==> config.mk <==
export PLATFORM = sky130hd
export DESIGN_NAME = gcl_sched_flat
export DESIGN_NICKNAME = d
export VERILOG_FILES = /design/src/rtl/gcl_sched_if.sv /design/src/rtl/gcl_sched.sv /design/src/flat_wrapper.sv
export SDC_FILE = /design/constraint.sdc
export NUM_CORES = 1
export LEC_CHECK = 0
export CORE_ASPECT_RATIO = 0.8
export CORE_UTILIZATION = 30
export DETAILED_ROUTE_END_ITERATION = 12
export DONT_BUFFER_PORTS = 1
export PLACE_DENSITY = 0.5
export SLEW_MARGIN = 20
export SYNTH_ARGS = -nofsm -noshare
export SYNTH_HDL_FRONTEND = slang
export SYNTH_SLANG_ARGS = --single-unit
export TNS_END_PERCENT = 100
==> constraint.sdc <==
create_clock -name clk -period 15.4 [get_ports clk]
set_input_delay 3.85 -clock clk [delete_from_list [all_inputs] [get_ports clk]]
set_output_delay 3.85 -clock clk [all_outputs]
set_load 0.01 [all_outputs]
==> src/rtl/gcl_sched_if.sv <==
// GCL RAM read port: gcl_sched is the master, the GCL RAM the slave.
interface gcl_sched_if;
    logic         out_gcl_rd;
    logic [4:0]   out_gcl_addr;
    logic [127:0] in_gcl_rdata;

    modport master (
        output out_gcl_rd,
        output out_gcl_addr,
        input  in_gcl_rdata
    );

    modport slave (
        input  out_gcl_rd,
        input  out_gcl_addr,
        output in_gcl_rdata
    );
endinterface

==> src/rtl/gcl_sched.sv <==
// Gate-control-list scheduler: preloads GCL words and plays them out as per-slot gate vectors.
// Define GCL_SCHED_GUARD_EN to close gates early in a guard band at the end of each slot.
module gcl_sched #(
    parameter int unsigned RD_LAT    = 1,
    parameter logic [7:0]  GATE_IDLE = 8'hFF,
    parameter int unsigned GUARD_CYC = 4
) (
    input  logic        clk,
    input  logic        rst_n,
    input  logic        in_test_start,
    input  logic [19:0] in_slot_cycle,
    gcl_sched_if.master gcl,
    output logic [7:0]  out_gate,
    output logic [8:0]  out_slot_id,
    output logic        out_slot_shift,
    output logic        out_period_start,
    output logic        out_running
);

    typedef enum logic [1:0] {StIdle, StPre0, StPre1, StRun} state_e;

    localparam logic [2:0]  RdLat    = 3'(RD_LAT);
    localparam logic [19:0] GuardCyc = 20'(GUARD_CYC);

    state_e       state_q, state_d;
    logic [19:0]  cyc_q, cyc_d;
    logic [19:0]  cnt_q, cnt_d;
    logic [127:0] cur_q, cur_d;
    logic [127:0] nxt_q, nxt_d;
    logic [2:0]   lat_q, lat_d;
    logic         pf_q, pf_d;
    logic         rd_q, rd_d;
    logic [4:0]   addr_q, addr_d;
    logic [7:0]   gate_q, gate_d;
    logic [8:0]   id_q, id_d;
    logic         shift_q, shift_d;
    logic         pstart_q, pstart_d;
    logic         running_q, running_d;

    logic         rdata_ok;
    logic [8:0]   id_inc;
    logic [7:0]   cur_byte;
    logic [7:0]   next_byte;
    logic [7:0]   guard_gate;
    logic [19:0]  guard_len;
    logic         guard_on;

    // lat_q counts down from RD_LAT after a read; 1 marks the cycle rdata is valid.
    assign rdata_ok  = (lat_q == 3'd1);
    assign id_inc    = id_q + 9'd1;
    assign cur_byte  = cur_q[{id_q[3:0], 3'b000} +: 8];
    assign next_byte = (id_q[3:0] == 4'hF) ? nxt_q[7:0] : cur_q[{id_inc[3:0], 3'b000} +: 8];

    always_comb begin
        guard_len = (GuardCyc < cyc_q - 20'd1) ? GuardCyc : cyc_q - 20'd1;
        guard_on  = (cnt_q + 20'd1) >= (cyc_q - guard_len);
    end

`ifdef GCL_SCHED_GUARD_EN
    assign guard_gate = cur_byte & next_byte;
`else
    assign guard_gate = cur_byte;
`endif

    always_comb begin
        state_d   = state_q;
        cyc_d     = cyc_q;
        cnt_d     = cnt_q;
        cur_d     = cur_q;
        nxt_d     = nxt_q;
        lat_d     = (lat_q != 3'd0) ? lat_q - 3'd1 : 3'd0;
        pf_d      = 1'b0;
        rd_d      = 1'b0;
        addr_d    = addr_q;
        gate_d    = gate_q;
        id_d      = id_q;
        shift_d   = 1'b0;
        pstart_d  = 1'b0;
        running_d = running_q;

        if (rd_q) begin
            lat_d = RdLat;
        end

        // Stop has priority over any slot boundary or read return in the same cycle.
        if (state_q != StIdle && !in_test_start) begin
            state_d   = StIdle;
            cnt_d     = 20'd0;
            lat_d     = 3'd0;
            addr_d    = 5'd0;
            gate_d    = GATE_IDLE;
            id_d      = 9'd0;
            running_d = 1'b0;
        end else begin
            unique case (state_q)
                StIdle: begin
                    if (in_test_start) begin
                        state_d = StPre0;
                        cyc_d   = (in_slot_cycle < 20'd2) ? 20'd2 : in_slot_cycle;
                        rd_d    = 1'b1;
                        addr_d  = 5'd0;
                    end
                end
                StPre0: begin
                    if (rdata_ok) begin
                        cur_d   = gcl.in_gcl_rdata;
                        state_d = StPre1;
                        rd_d    = 1'b1;
                        addr_d  = 5'd1;
                    end
                end
                StPre1: begin
                    if (rdata_ok) begin
                        nxt_d     = gcl.in_gcl_rdata;
                        state_d   = StRun;
                        gate_d    = cur_q[7:0];
                        id_d      = 9'd0;
                        cnt_d     = 20'd0;
                        running_d = 1'b1;
                        pstart_d  = 1'b1;
                    end
                end
                StRun: begin
                    if (rdata_ok) begin
                        nxt_d = gcl.in_gcl_rdata;
                    end
                    // One cycle after a word crossing, fetch the word after the new one.
                    if (pf_q) begin
                        rd_d   = 1'b1;
                        addr_d = id_q[8:4] + 5'd1;
                    end
                    if (cnt_q == cyc_q - 20'd1) begin
                        cnt_d    = 20'd0;
                        id_d     = id_inc;
                        shift_d  = 1'b1;
                        gate_d   = next_byte;
                        pstart_d = (id_inc == 9'd0);
                        if (id_inc[3:0] == 4'h0) begin
                            cur_d = nxt_q;
                            pf_d  = 1'b1;
                        end
                    end else begin
                        cnt_d = cnt_q + 20'd1;
                        if (guard_on) begin
                            gate_d = guard_gate;
                        end
                    end
                end
                default: state_d = StIdle;
            endcase
        end
    end

    always_ff @(posedge clk or negedge rst_n) begin
        if (!rst_n) begin
            state_q   <= StIdle;
            cyc_q     <= 20'd0;
            cnt_q     <= 20'd0;
            cur_q     <= '0;
            nxt_q     <= '0;
            lat_q     <= 3'd0;
            pf_q      <= 1'b0;
            rd_q      <= 1'b0;
            addr_q    <= 5'd0;
            gate_q    <= GATE_IDLE;
            id_q      <= 9'd0;
            shift_q   <= 1'b0;
            pstart_q  <= 1'b0;
            running_q <= 1'b0;
        end else begin
            state_q   <= state_d;
            cyc_q     <= cyc_d;
            cnt_q     <= cnt_d;
            cur_q     <= cur_d;
            nxt_q     <= nxt_d;
            lat_q     <= lat_d;
            pf_q      <= pf_d;
            rd_q      <= rd_d;
            addr_q    <= addr_d;
            gate_q    <= gate_d;
            id_q      <= id_d;
            shift_q   <= shift_d;
            pstart_q  <= pstart_d;
            running_q <= running_d;
        end
    end

    assign gcl.out_gcl_rd   = rd_q;
    assign gcl.out_gcl_addr = addr_q;
    assign out_gate         = gate_q;
    assign out_slot_id      = id_q;
    assign out_slot_shift   = shift_q;
    assign out_period_start = pstart_q;
    assign out_running      = running_q;

endmodule
==> src/flat_wrapper.sv <==
// flat-port wrapper written by rule: the top's interface ports become plain ports
module gcl_sched_flat 
#(
    parameter int unsigned RD_LAT    = 1,
    parameter logic [7:0]  GATE_IDLE = 8'hFF,
    parameter int unsigned GUARD_CYC = 4
)
  (clk, rst_n, in_test_start, in_slot_cycle, out_gate, out_slot_id, out_slot_shift, out_period_start, out_running, gcl_out_gcl_rd, gcl_out_gcl_addr, gcl_in_gcl_rdata);
  gcl_sched_if gcl_i ();
  input  logic clk;
  input  logic rst_n;
  input  logic in_test_start;
  input  logic [19:0] in_slot_cycle;
  output logic [7:0] out_gate;
  output logic [8:0] out_slot_id;
  output logic out_slot_shift;
  output logic out_period_start;
  output logic out_running;
  output wire logic [$bits(gcl_i.out_gcl_rd)-1:0] gcl_out_gcl_rd;
  output wire logic [$bits(gcl_i.out_gcl_addr)-1:0] gcl_out_gcl_addr;
  input wire logic [$bits(gcl_i.in_gcl_rdata)-1:0] gcl_in_gcl_rdata;
  assign gcl_out_gcl_rd = gcl_i.out_gcl_rd;
  assign gcl_out_gcl_addr = gcl_i.out_gcl_addr;
  assign gcl_i.in_gcl_rdata = gcl_in_gcl_rdata;
  gcl_sched #(.RD_LAT(RD_LAT), .GATE_IDLE(GATE_IDLE), .GUARD_CYC(GUARD_CYC)) u_core (.clk(clk), .rst_n(rst_n), .in_test_start(in_test_start), .in_slot_cycle(in_slot_cycle), .gcl(gcl_i), .out_gate(out_gate), .out_slot_id(out_slot_id), .out_slot_shift(out_slot_shift), .out_period_start(out_period_start), .out_running(out_running));
endmodule
==> impl_summary.txt <==
----------------------------------------------------
[Run status]
  Outcome ... complete, no violations

[Clocking]
  CTS buffer count ... 39
  Number of clock sinks seen by CTS ... 328
  CTS HTree Levels ... 2
  Max Root-Sink Buffers ... 3
  Resized Gates After CTS ... 0
  Post-CTS setup repair buffer count ... 0
  Clock Pin Slew Worst Setup and Hold Paths ... 0.06 ns
  CTS tree ... built
  Buffer cell driving the clock tree root ... clkbuf_16
  Clock latency at the later pin of the worst-skew pair ... 0.56 ns
  Hold-fix buffers, CTS ... 0

[Floorplanning]
  Die area ... 62500 um^2
  Y dimension of the die ... 224 um
  Number of top-level design ports ... 177
  Std-Cell Core Area ... 60200 um^2
  Die Wd ... 279 um
  Initial Utilization ... 30.6%
  Cell row count ... 80

[Power]
  Static leakage power ... 8.11 nW
  IR Drop Worst-Case VDD ... 0.0874 mV
  Power density over the cells ... 192 nW/um^2

[Placed design]
  IO buf count ... 0
  RD Place Congestion ... 0.845
  Detail Placement HPWL ... 37.0 mm

[Global route]
  Largest net degree at the start of global routing ... 329
  Number of global-route vias before repair ... 12600
  Initial antenna violation count ... 6
  Grt met3 use ... 5.20%
  GRT overflow ... 0
  Global-route wire length before repair ... 79.7 mm
  Met1 track demand over resource in global routing ... 23.9%
  Routing usage on met2 ... 24.1%
  Overall Global Routing Usage ... 16.7%
  Most congested layer reported by global routing ... met2

[STA]
  Final critical path time including I/O delays and setup ... 6.54 ns
  Total negative setup slack ... 0 ns
  Worst clock skew on the final layout ... 0.0246 ns
  Highest clock frequency the design can meet ... 153 MHz
  Final clock period utilization by the worst path ... 42.5%
  Final-report hold violation count ... 0
  Relative slew slack ... 25.9%
  Slew @ Worst Pin ... 1.11 ns
  Unrepaired setup endpoints after global routing ... false
  Final Slew Violations ... 0
  Final number of setup-violating endpoints ... 0
  Fin Hold WS ... 0.498 ns

[Routing]
  DR vias ... 12700
  # DRC ... 0
  Total wire length ... 52.0 mm
  Routed length per placed instance ... 21.3 um
  Initial drt markers ... 1054
  Drt first pass iters ... 5
  Final ANT Viol Nets ... 0
  Average via count per standard cell ... 5.21

[Synth]
  #FFs+latches synth ... 328
  Count of warnings emitted by yosys ... 0
  Synthesized area divided by synthesized cell count ... 11.1 um^2
  Yosys cell types ... 73
  Biggest area contributors in the synthesized netlist ... dfrtp_1 43%, mux2_2 10%, mux2i_1 9.3%
  EDFF count, synth ... 0
  Sequential area share after synthesis ... 44.6%
  Netlist area before placement ... 18400 um^2
  Largest area contributor in the netlist ... dfrtp_1
  Leading cell types by count after synthesis ... 320 x dfrtp_1, 184 x nand2_1, 172 x mux2i_1
  Leading register cell type out of synthesis ... dfrtp_1
  Gate count of the mapped netlist ... 1662
  Dominant cell by count in the synthesized netlist ... dfrtp_1
  Async SR Flop Fraction ... 100%
  Area share of the largest cell type after synthesis ... 43.4%

[Setup path]
  CP Launch Type ... register
  Internal reg-to-reg setup slack ... 8.86 ns
  Crit Path Category ... register to register
  Largest stage delay on the critical path ... 0.62 ns
  Critical Path Start ... u_core.cyc_q[1]$_DFFE_PN0P_
  Top Family by Delay on Critical Path ... compound AO/OA/AOI/OAI gates
  Critical R2R Capture ... u_core.out_gate[0]$_DFFE_PN1P_
  Worst path bufs/invs ... 1
  Largest fanout on the critical path ... 8
  Startpoint of the lowest-slack register-to-register path ... u_core.cyc_q[1]$_DFFE_PN0P_
  CP Capture Type ... register
  Critical-path cell with the highest stage delay ... a21oi_1
  Signal arrival time at the worst endpoint ... 7.02 ns
  Data required, critical path ... 15.88 ns
  FF-to-FF path depth ... 26

[Hold path]
  Hold-critical path depth ... 2
  Worst hold path type ... register to register
  Worst Hold Launch ... u_core.cur_q[27]$_DFFE_PN0P_
  Destination of the worst hold path ... u_core.cur_q[27]$_DFFE_PN0P_

[Job]
  Count of maximum capacitance violations ... 0

[Layout]
  Final design utilization ... 33.8%
  Layout net count ... 1781
  Share of post-route cells with drive strength above 1 ... 19.3%
  Antenna diodes ... 0
  Area Growth Syn to Fin ... 10.4%

----------------------------------------------------
## power by group
group / total (W) / switching, W / internal (W)
logic: 0.00136 / 0.000712 / 0.000650
clock network: 0.000953 / 0.000375 / 0.000578
registers: 0.00160 / 0.000349 / 0.00125
total: 0.00391 / 0.00144 / 0.00248
## worst min-delay path, delay by kind of cell, from the launching register on
kind	cells	cell delay, ns
flops	1	0.36
simple gates	1	0.05
compound gates	1	0.06
## state kept, by name, summed over array words and instances (netlist names)
register	count
u_core.cnt_q	20
u_core.cur_q	128
u_core.cyc_q	20
u_core.gcl.out_gcl_addr	5
u_core.gcl.out_gcl_rd	1
u_core.lat_q	3
u_core.nxt_q	128
u_core.out_gate	8
u_core.out_period_start	1
u_core.out_running	1
u_core.out_slot_id	9
u_core.out_slot_shift	1
u_core.pf_q	1
u_core.state_q	2
## metal layers
layer	vias up	share of wire, %	wire length (um)
li1	5919	-	-
met5	-	0.052	27
met3	68	8.7	4550
met4	4	2.1	1120
met1	6391	47	24300
met2	314	42	22000
## logic make-up (layout without fill, tap and decap cells)
kind of cell             count (synthesis)  in the layout  share of synthesized area [%]
AO/OA/AOI/OAI                          324            324                           10.9
XOR/XNOR                                69             69                           3.28
adder cells (fa/ha/maj)                 38             38                           2.58
buffers and inverters                  149            102                           3.52
flip-flops                             328            328                           44.6
multiplexers                           383            383                           25.2
other                                    1              4                         0.0203
AND/OR/NAND/NOR                        370            370                           9.96
## worst max path at each step
stage | to | cells past startpoint | slack (ns)
final | u_core.out_gate[0]$_DFFE_PN1P_ | 26 | 8.86
after global routing | u_core.out_gate[6]$_DFFE_PN1P_ | 26 | 8.23
after CTS | u_core.out_gate[0]$_DFFE_PN1P_ | 26 | 8.91
after detailed placement | u_core.cur_q[108]$_DFFE_PN0P_ | 5 | 8.63
after global placement | u_core.cur_q[113]$_DFFE_PN0P_ | 5 | 8.75
after floorplan | u_core.nxt_q[118]$_DFFE_PN0P_ | 6 | 9.66
## cells in the final DEF, fill, tap and decap left out, types with 19 or more instances in the layout
cell,count
a21oi_1,31
a22o_1,19
clkbuf_16,40
dfrtp_1,319
ha_1,36
inv_1,24
mux2_2,163
mux2i_1,172
mux4_2,48
nand2_1,184
nand3_1,29
nor2_1,38
o21ai_0,127
o21ai_1,47
xnor2_1,37
xor2_1,31
## final cells by class
class                   count  area (um^2)
clock buffers              57         1090
clock inverters            10          196
fillers                  6011        39800
inverters                  24         90.1
multi-input cells        1188         9620
flip-flops and latches    328         8220
well taps                 820         1030
repair buffers             11          103
## metrics by stage
stage                     instances  power, W  area, um^2  setup WS (ns)
after floorplan                1665   0.00260       18400           9.66
after global placement         2371   0.00293       19100           8.75
after detailed placement       2371   0.00298       19100           8.63
after CTS                      2438   0.00395       20300           8.91
after global routing           2438   0.00418       20300           8.23
final                          2438   0.00391       20300           8.86
Power figures use the tool's default switching activity.
